[src/rtl/cpu_pkg.sv]
// Shared CPU types and constants: widths, halt opcode, fetch FSM encoding.
package cpu_pkg;

    localparam int unsigned ADDR_W  = 12;
    localparam int unsigned INSTR_W = 16;

    localparam logic [3:0] HALT_OP = 4'hF;

    typedef logic [ADDR_W-1:0]  pc_t;
    typedef logic [INSTR_W-1:0] instr_t;

    typedef enum logic [1:0] {
        IDLE = 2'd0,
        RUN  = 2'd1,
        HALT = 2'd2
    } fetch_state_t;

endpackage

[src/rtl/fetch_skid.sv]
// One-entry skid buffer between IMem read data and decode, with the output mux
// that prefers the held word over the word currently on the IMem bus.
module fetch_skid #(
    parameter int unsigned ADDR_W  = cpu_pkg::ADDR_W,
    parameter int unsigned INSTR_W = cpu_pkg::INSTR_W
) (
    input  logic               i_clk,
    input  logic               i_rst_n,
    input  logic               i_stall,
    input  logic               i_flush,
    input  logic               i_infl_valid,
    input  logic [ADDR_W-1:0]  i_infl_pc,
    input  logic [INSTR_W-1:0] i_imem_q,
    output logic               o_instr_valid,
    output logic [INSTR_W-1:0] o_instr,
    output logic [ADDR_W-1:0]  o_instr_pc,
    output logic               o_take
);
    import cpu_pkg::*;

    logic               r_skid_valid;
    logic [INSTR_W-1:0] r_skid_instr;
    logic [ADDR_W-1:0]  r_skid_pc;

    always_comb begin
        o_instr_valid = (r_skid_valid | i_infl_valid) & ~i_flush;
        o_instr       = r_skid_valid ? r_skid_instr : i_imem_q;
        o_instr_pc    = r_skid_valid ? r_skid_pc    : i_infl_pc;
        o_take        = o_instr_valid & ~i_stall;
    end

    always_ff @(posedge i_clk or negedge i_rst_n) begin
        if (!i_rst_n) begin
            r_skid_valid <= 1'b0;
            r_skid_instr <= '0;
            r_skid_pc    <= '0;
        end else if (i_flush) begin
            r_skid_valid <= 1'b0;
        end else if (i_stall && i_infl_valid && !r_skid_valid) begin
            r_skid_valid <= 1'b1;
            r_skid_instr <= i_imem_q;
            r_skid_pc    <= i_infl_pc;
        end else if (o_take) begin
            r_skid_valid <= 1'b0;
        end
    end

endmodule

[src/rtl/fetch_ctrl.sv]
// Instruction fetch controller: owns the PC and IMem address, tracks the word
// in flight, applies redirects and stops after a delivered HALT instruction.
module fetch_ctrl #(
    parameter int unsigned       ADDR_W   = cpu_pkg::ADDR_W,
    parameter int unsigned       INSTR_W  = cpu_pkg::INSTR_W,
    parameter logic [ADDR_W-1:0] RESET_PC = '0,
    parameter logic [3:0]        HALT_OP  = cpu_pkg::HALT_OP
) (
    input  logic               clock,
    input  logic               reset_n,
    input  logic               start,
    input  logic               stall,
    input  logic               redirect_valid,
    input  logic [ADDR_W-1:0]  redirect_pc,
    output logic [ADDR_W-1:0]  imem_addr,
    input  logic [INSTR_W-1:0] imem_q,
    output logic               instr_valid,
    output logic [INSTR_W-1:0] instr,
    output logic [ADDR_W-1:0]  instr_pc,
    output logic [15:0]        fetch_count
);
    import cpu_pkg::*;

    fetch_state_t       r_state;
    fetch_state_t       w_state_d;
    logic [ADDR_W-1:0]  r_pc;
    logic               r_infl_valid;
    logic [ADDR_W-1:0]  r_infl_pc;
    logic [15:0]        r_count;

    logic               w_take;
    logic               w_halt_take;
    logic               w_issue;

    fetch_skid #(
        .ADDR_W  (ADDR_W),
        .INSTR_W (INSTR_W)
    ) u_skid (
        .i_clk         (clock),
        .i_rst_n       (reset_n),
        .i_stall       (stall),
        .i_flush       (redirect_valid),
        .i_infl_valid  (r_infl_valid),
        .i_infl_pc     (r_infl_pc),
        .i_imem_q      (imem_q),
        .o_instr_valid (instr_valid),
        .o_instr       (instr),
        .o_instr_pc    (instr_pc),
        .o_take        (w_take)
    );

    // The HALT edge must not advance the PC, so a later restart resumes at HALT + 1.
    assign w_halt_take = w_take && (r_state == RUN) && (instr[INSTR_W-1 -: 4] == HALT_OP);
    assign w_issue     = (r_state == RUN) && !stall && !redirect_valid && !w_halt_take;

    always_comb begin
        w_state_d = r_state;
        if (!redirect_valid) begin
            unique case (r_state)
                IDLE:    if (start) w_state_d = RUN;
                RUN:     if (w_halt_take) w_state_d = HALT;
                HALT:    if (start) w_state_d = RUN;
                default: w_state_d = IDLE;
            endcase
        end
    end

    always_ff @(posedge clock or negedge reset_n) begin
        if (!reset_n) begin
            r_state      <= IDLE;
            r_pc         <= RESET_PC;
            r_infl_valid <= 1'b0;
            r_infl_pc    <= '0;
        end else begin
            r_state <= w_state_d;
            if (redirect_valid) begin
                r_pc         <= redirect_pc;
                r_infl_valid <= 1'b0;
            end else if (w_issue) begin
                r_infl_pc    <= r_pc;
                r_pc         <= r_pc + ADDR_W'(1);
                r_infl_valid <= 1'b1;
            end else begin
                r_infl_valid <= 1'b0;
            end
        end
    end

    always_ff @(posedge clock or negedge reset_n) begin
        if (!reset_n) begin
            r_count <= '0;
        end else if (w_take && (r_count != 16'hFFFF)) begin
            r_count <= r_count + 16'd1;
        end
    end

    assign imem_addr   = r_pc;
    assign fetch_count = r_count;

endmodule

[config.mk]
export PLATFORM = sky130hd
export DESIGN_NAME = fetch_ctrl
export DESIGN_NICKNAME = d
export VERILOG_FILES = /design/src/rtl/cpu_pkg.sv /design/src/rtl/fetch_skid.sv /design/src/rtl/fetch_ctrl.sv
export SDC_FILE = /design/constraint.sdc
export NUM_CORES = 1
export LEC_CHECK = 0
export CAP_MARGIN = 20
export CORE_MARGIN = 2
export CORE_UTILIZATION = 40
export CTS_CLUSTER_SIZE = 28
export DETAILED_ROUTE_END_ITERATION = 16
export PLACE_DENSITY = 0.67
export REMOVE_ABC_BUFFERS = 1
export SLEW_MARGIN = 25
export SYNTH_ARGS = -nofsm -noshare
export SYNTH_HDL_FRONTEND = slang
export SYNTH_SLANG_ARGS = --single-unit
[constraint.sdc]
create_clock -name clock -period 4 [get_ports clock]
set_input_delay 1.2 -clock clock [delete_from_list [all_inputs] [get_ports clock]]
set_output_delay 1.2 -clock clock [all_outputs]
set_load 0.02 [all_outputs]
=== Word-level counts from Yosys, hierarchy flattened ===
Index checks and enable logic that the tools add are counted.

* $add $sub $neg: 2
* Eq/ne operators: 6
* Multiplexer cells: 12
* Bitwise operators: 5
* Reduce and logical (&&, ||, !) cells: 19

{| class="wikitable"
|+ Operators by type and width
! cell !! number
|-
| $mux W12 || 3
|-
| $add A16 B1 Y16 const B || 1
|-
| $mux W16 || 1
|-
| $ne A16 B16 Y1 const B || 1
|-
| $add A12 B1 Y12 const B || 1
|-
| $logic_and A1 B1 Y1 || 8
|-
| $mux W1 || 5
|-
| $eq A4 B4 Y1 const B || 1
|-
| $logic_not A1 Y1 || 4
|-
| $mux W2 || 2
|-
| $pmux W2 S2 || 1
|-
| $reduce_and A2 Y1 || 2
|-
| $reduce_and A3 Y1 || 1
|-
| $reduce_bool A3 Y1 || 1
|-
| $and A1 B1 Y1 || 2
|-
| $eq A2 B1 Y1 const B || 1
|-
| $eq A2 B2 Y1 const B || 1
|-
| $logic_not A2 Y1 || 1
|-
| $ne A2 B1 Y1 const B || 1
|-
| $ne A2 B2 Y1 const B || 1
|-
| $not A1 Y1 || 2
|-
| $reduce_bool A2 Y1 || 1
|-
| $reduce_or A2 Y1 || 1
|-
| $or A1 B1 Y1 || 1
|}

* Bits in registers: 72
* Input port bits: 33
* Output and inout bits: 57
* Logic and storage cells: 52

=== Longest topological paths before layout ===
* Word-level depth: 9
* Mapped depth: 6
* Depth with buffers taken out: 6

=== By module ===
From an unflattened synthesis, not the netlist that was laid out.

* Cells, all modules: 288
* Area total of the unflattened synthesis: 3714.8 um2

{| class="wikitable"
|+ Modules (own cells, without submodules)
! module !! times used !! cells each !! area each (um2) !! sequential area each (um2)
|-
| fetch_ctrl || 1 || 193 || 2203.4 || 1076.0
|-
| fetch_skid || 1 || 95 || 1511.4 || 725.7
|}

=== Worst setup path before layout ===
No wires, ideal clock.

* Path kind: input to output
* Start point: in redirect_valid
* End point: out instr_valid
* Arrival: 1.879 ns
* Data required time: 2.800 ns
* Slack: 0.921 ns
* Stages on the path: 3
* Path buffers: 2
* Cell sequence: buf_2 clkbuf_1 nor2_1

* Word-level cells in the longest chain between the ends: 2

{| class="wikitable"
|+ Ends and longest elaborated chain
! what !! line !! text
|-
| start: declaration || fetch_ctrl.sv:13 || <nowiki>input logic redirect_valid,</nowiki>
|-
| $not A1 Y1 (no line) || -- ||
|-
| $and A1 B1 Y1 || fetch_skid.sv:26 || <nowiki>o_instr_valid = (r_skid_valid | i_infl_valid) & ~i_flush;</nowiki>
|-
| end: declaration || fetch_ctrl.sv:17 || <nowiki>output logic instr_valid,</nowiki>
|}

Every way passes these cells.

=== Final worst setup path ===
* Start point: in imem_q[13]
* End point: out instr[13]

* Word-level cells in the longest chain between the ends: 1

{| class="wikitable"
|+ Ends and longest elaborated chain
! what !! line !! text
|-
| start: declaration || fetch_ctrl.sv:16 || <nowiki>input logic [INSTR_W-1:0] imem_q,</nowiki>
|-
| $mux W16 || fetch_skid.sv:27 || <nowiki>o_instr = r_skid_valid ? r_skid_instr : i_imem_q;</nowiki>
|-
| end: declaration || fetch_ctrl.sv:18 || <nowiki>output logic [INSTR_W-1:0] instr,</nowiki>
|}

Every way passes these cells.

==> results.ini <==
[status]
outcome=complete, no violations

[clocking]
tritoncts=built
clk_latency_ns=0.35
clock_sinks=72
postCtsSetupBuffers=0
cts-root-buf=clkbuf_8
clk_pin_slew_ns=0.07
hold_buffers=0
cts_resized=0
cts_max_level=3
numCtsBuffers=9
cts_buffer_depth=2

[critical_path]
crit_required_ns=2.80
critPathKind=in2out
start_kind=input pin
cpMostUsedCell=clkdlybuf4s50_1
cpPeakStageDelay_ns=0.63
cp_max_fo=3
worstPathCellList=clkdlybuf4s50_1 > inv_1 > o21ai_0 > clkdlybuf4s50_1
cp_data_arrival_time_ns=2.54
path_buf_inv=3
crit_path_end_kind=primary output
crit_path_top_delay_cell=clkdlybuf4s50_1
critical_path.top_delay_family=buffers and inverters

[routing]
routed_wl_mm=7.78
vias=2543
drt-pass1-iter-count=4
drc_errors=0
via_per_inst=5.11
drtIter0Drc=48
ant_nets=0
wl_per_cell_um=15.6

[logic_synthesis]
yosysUniqueCellTypes=37
synth_cells=290
synth_area_mm2=0.00355
synth-simple-area-share_pct=15.1
synth-seq-cells=72
synth_xor_area_share_pct=5.42
yosys.area_share.adder_pct=0.704
netlist.area_leader.share_pct=50.7
synth_compound_area_share_pct=3.03
ys_seq_area_share_pct=50.7
synth.largest_area_cell=dfrtp_1
synth.mux.area_fraction_pct=23.2
synth_top_family_by_area=multiplexers
netlist_top_cells_area=dfrtp_1 (51%), mux2_2 (20%), xnor2_1 (3.9%)
syn_area_per_cell_um2=12.3
yosysWarnings=0

[floorplanning]
start_util_pct=41.0
die_area_mm2=0.00966
die_h_um=98.3
coreArea_mm2=0.00868
row_count=34
fp.dieW_um=98.3
io_pins=90

[finish]
nNetsFinal=420
layout_common_cells=clkdlybuf4s50_1 (88), dfrtp_1 (72), mux2_2 (63), nand2_1 (22), xnor2_1 (16)
area_delta_synth_final_pct=35.7
drive_gt1_share_pct=24.9
layout_commonest_cell=clkdlybuf4s50_1
diodes=0

[timing]
setup_viol=0
rsz0062_at_grt=no
min_period_over_period_pct=93.6
finClkSkew_ns=0.0110
drv_slew=0
hold_viol=0
setup_slack_ns=0.256
slew_headroom_pct=39.7
setup_tns_ns=0
worst_pin_slew_ns=0.905
max_freq_ghz=0.267
fin_crit_ns=3.74

[power_and_ir_drop]
irDropWorstVdd_uv=275
power.leakage_nw=1.96
powerDensity_mw_per_mm2=548

[global_routing]
overflow=0
antenna_found_initial=0
grt_pass1_vias=2616
grt_pass1_wl_mm=13.0
grt_start_max_net_pins=73
grt.total_usage_pct=17.1

[placed_design]
post-place-ws_ns=0.269
port_buffers=89
gp_congestion=0.737
dpl.hpwl_mm=5.37

[worst_hold_path]
hp-class=reg2reg

[flow_run]
max_cap_violations=0

-- per-layer routing --
layer,wire length (µm),up-vias,GRT usage (%)
met2,3610,59,26.3
met3,351,9,5.01
met4,110,0,5.90
met1,3700,1239,23.2
li1,-,1236,-
met5,0,-,0
-- where the power goes --
| part | internal, mW | total (mW) | switching [mW] |
|---|---|---|---|
| Clock | 0.432 | 0.705 | 0.274 |
| Sequential | 0.954 | 1.11 | 0.158 |
| Combinational | 0.479 | 0.825 | 0.346 |
| Total | 1.87 | 2.64 | 0.778 |
-- kinds of logic (layout without fill, tap and decap cells) --
group | count (synthesis) | in the layout
adder cells (fa/ha/maj) | 2 | 2
XOR/XNOR | 22 | 22
buffers and inverters | 13 | 113
AND/OR/NAND/NOR | 89 | 89
flip-flops | 72 | 72
multiplexers | 73 | 73
AO/OA/AOI/OAI | 19 | 19
-- final timing paths --
check                                        start                      end  slack (ns)  cells past startpoint
min in group asynchronous                  reset_n          fetch_count[11]        0.96                      1
hold / removal             u_skid.r_skid_instr[10]  u_skid.r_skid_instr[10]        0.50                      1
setup / recovery                        imem_q[13]                instr[13]        0.26                      4
setup reg to reg               u_skid.r_skid_valid             r_infl_pc[1]        1.34                      6
hold reg to reg            u_skid.r_skid_instr[10]  u_skid.r_skid_instr[10]        0.50                      1
max in group asynchronous                  reset_n   u_skid.r_skid_instr[8]        2.44                      1
-- per-stage QoR --
| stage | cell area, µm² | hold slack, ns | cells | power (mW) | utilization [%] |
|---|---|---|---|---|---|
| 2_1_floorplan | 3500 | 0.471 | 279 | 1.60 | - |
| 3_3_place_gp | 4580 | 0.483 | 482 | 1.94 | 52.8 |
| 3_5_place_dp | 4580 | 0.490 | 482 | 1.96 | 52.8 |
| 4_1_cts | 4820 | 0.509 | 498 | 2.68 | 55.6 |
| 5_1_grt | 4820 | 0.522 | 498 | 2.81 | 55.6 |
| 6_report | 4820 | 0.503 | 498 | 2.64 | 55.6 |
-- state kept, by name (all words and copies together) (netlist names) --
signal / flops
r_infl_valid: 1
u_skid.r_skid_valid: 1
fetch_count: 16
r_state: 2
r_infl_pc: 12
u_skid.r_skid_pc: 12
u_skid.r_skid_instr: 16
imem_addr: 12
-- cells in the mapped netlist (all sizes together) --
cell type and number:
nand3 12, nand4 10, a311o 1, nand2 22
and3 2, a21oi 1, xor2 6, dfrtp 72
xnor2 16, nor2 14, nor4b 2, nor3 9
or3 1, or4 2, inv 2, nor2b 2
and4 4, buf 9, nor4 5, nand2b 2
a31oi 1, nor3b 2, o21a 1, o21ai 15
ha 2, mux2 73, clkbuf 2
-- layout make-up --
| class | count | area, µm² |
|---|---|---|
| fillers | 781 | 3850 |
| flip-flops and latches | 72 | 1800 |
| multi-input cells | 205 | 1690 |
| repair buffers | 95 | 946 |
| clock buffers | 11 | 141 |
| well taps | 108 | 135 |
| clock inverters | 5 | 104 |
| inverters | 2 | 7.51 |
Note: power is estimated with default switching activity, not from simulation.
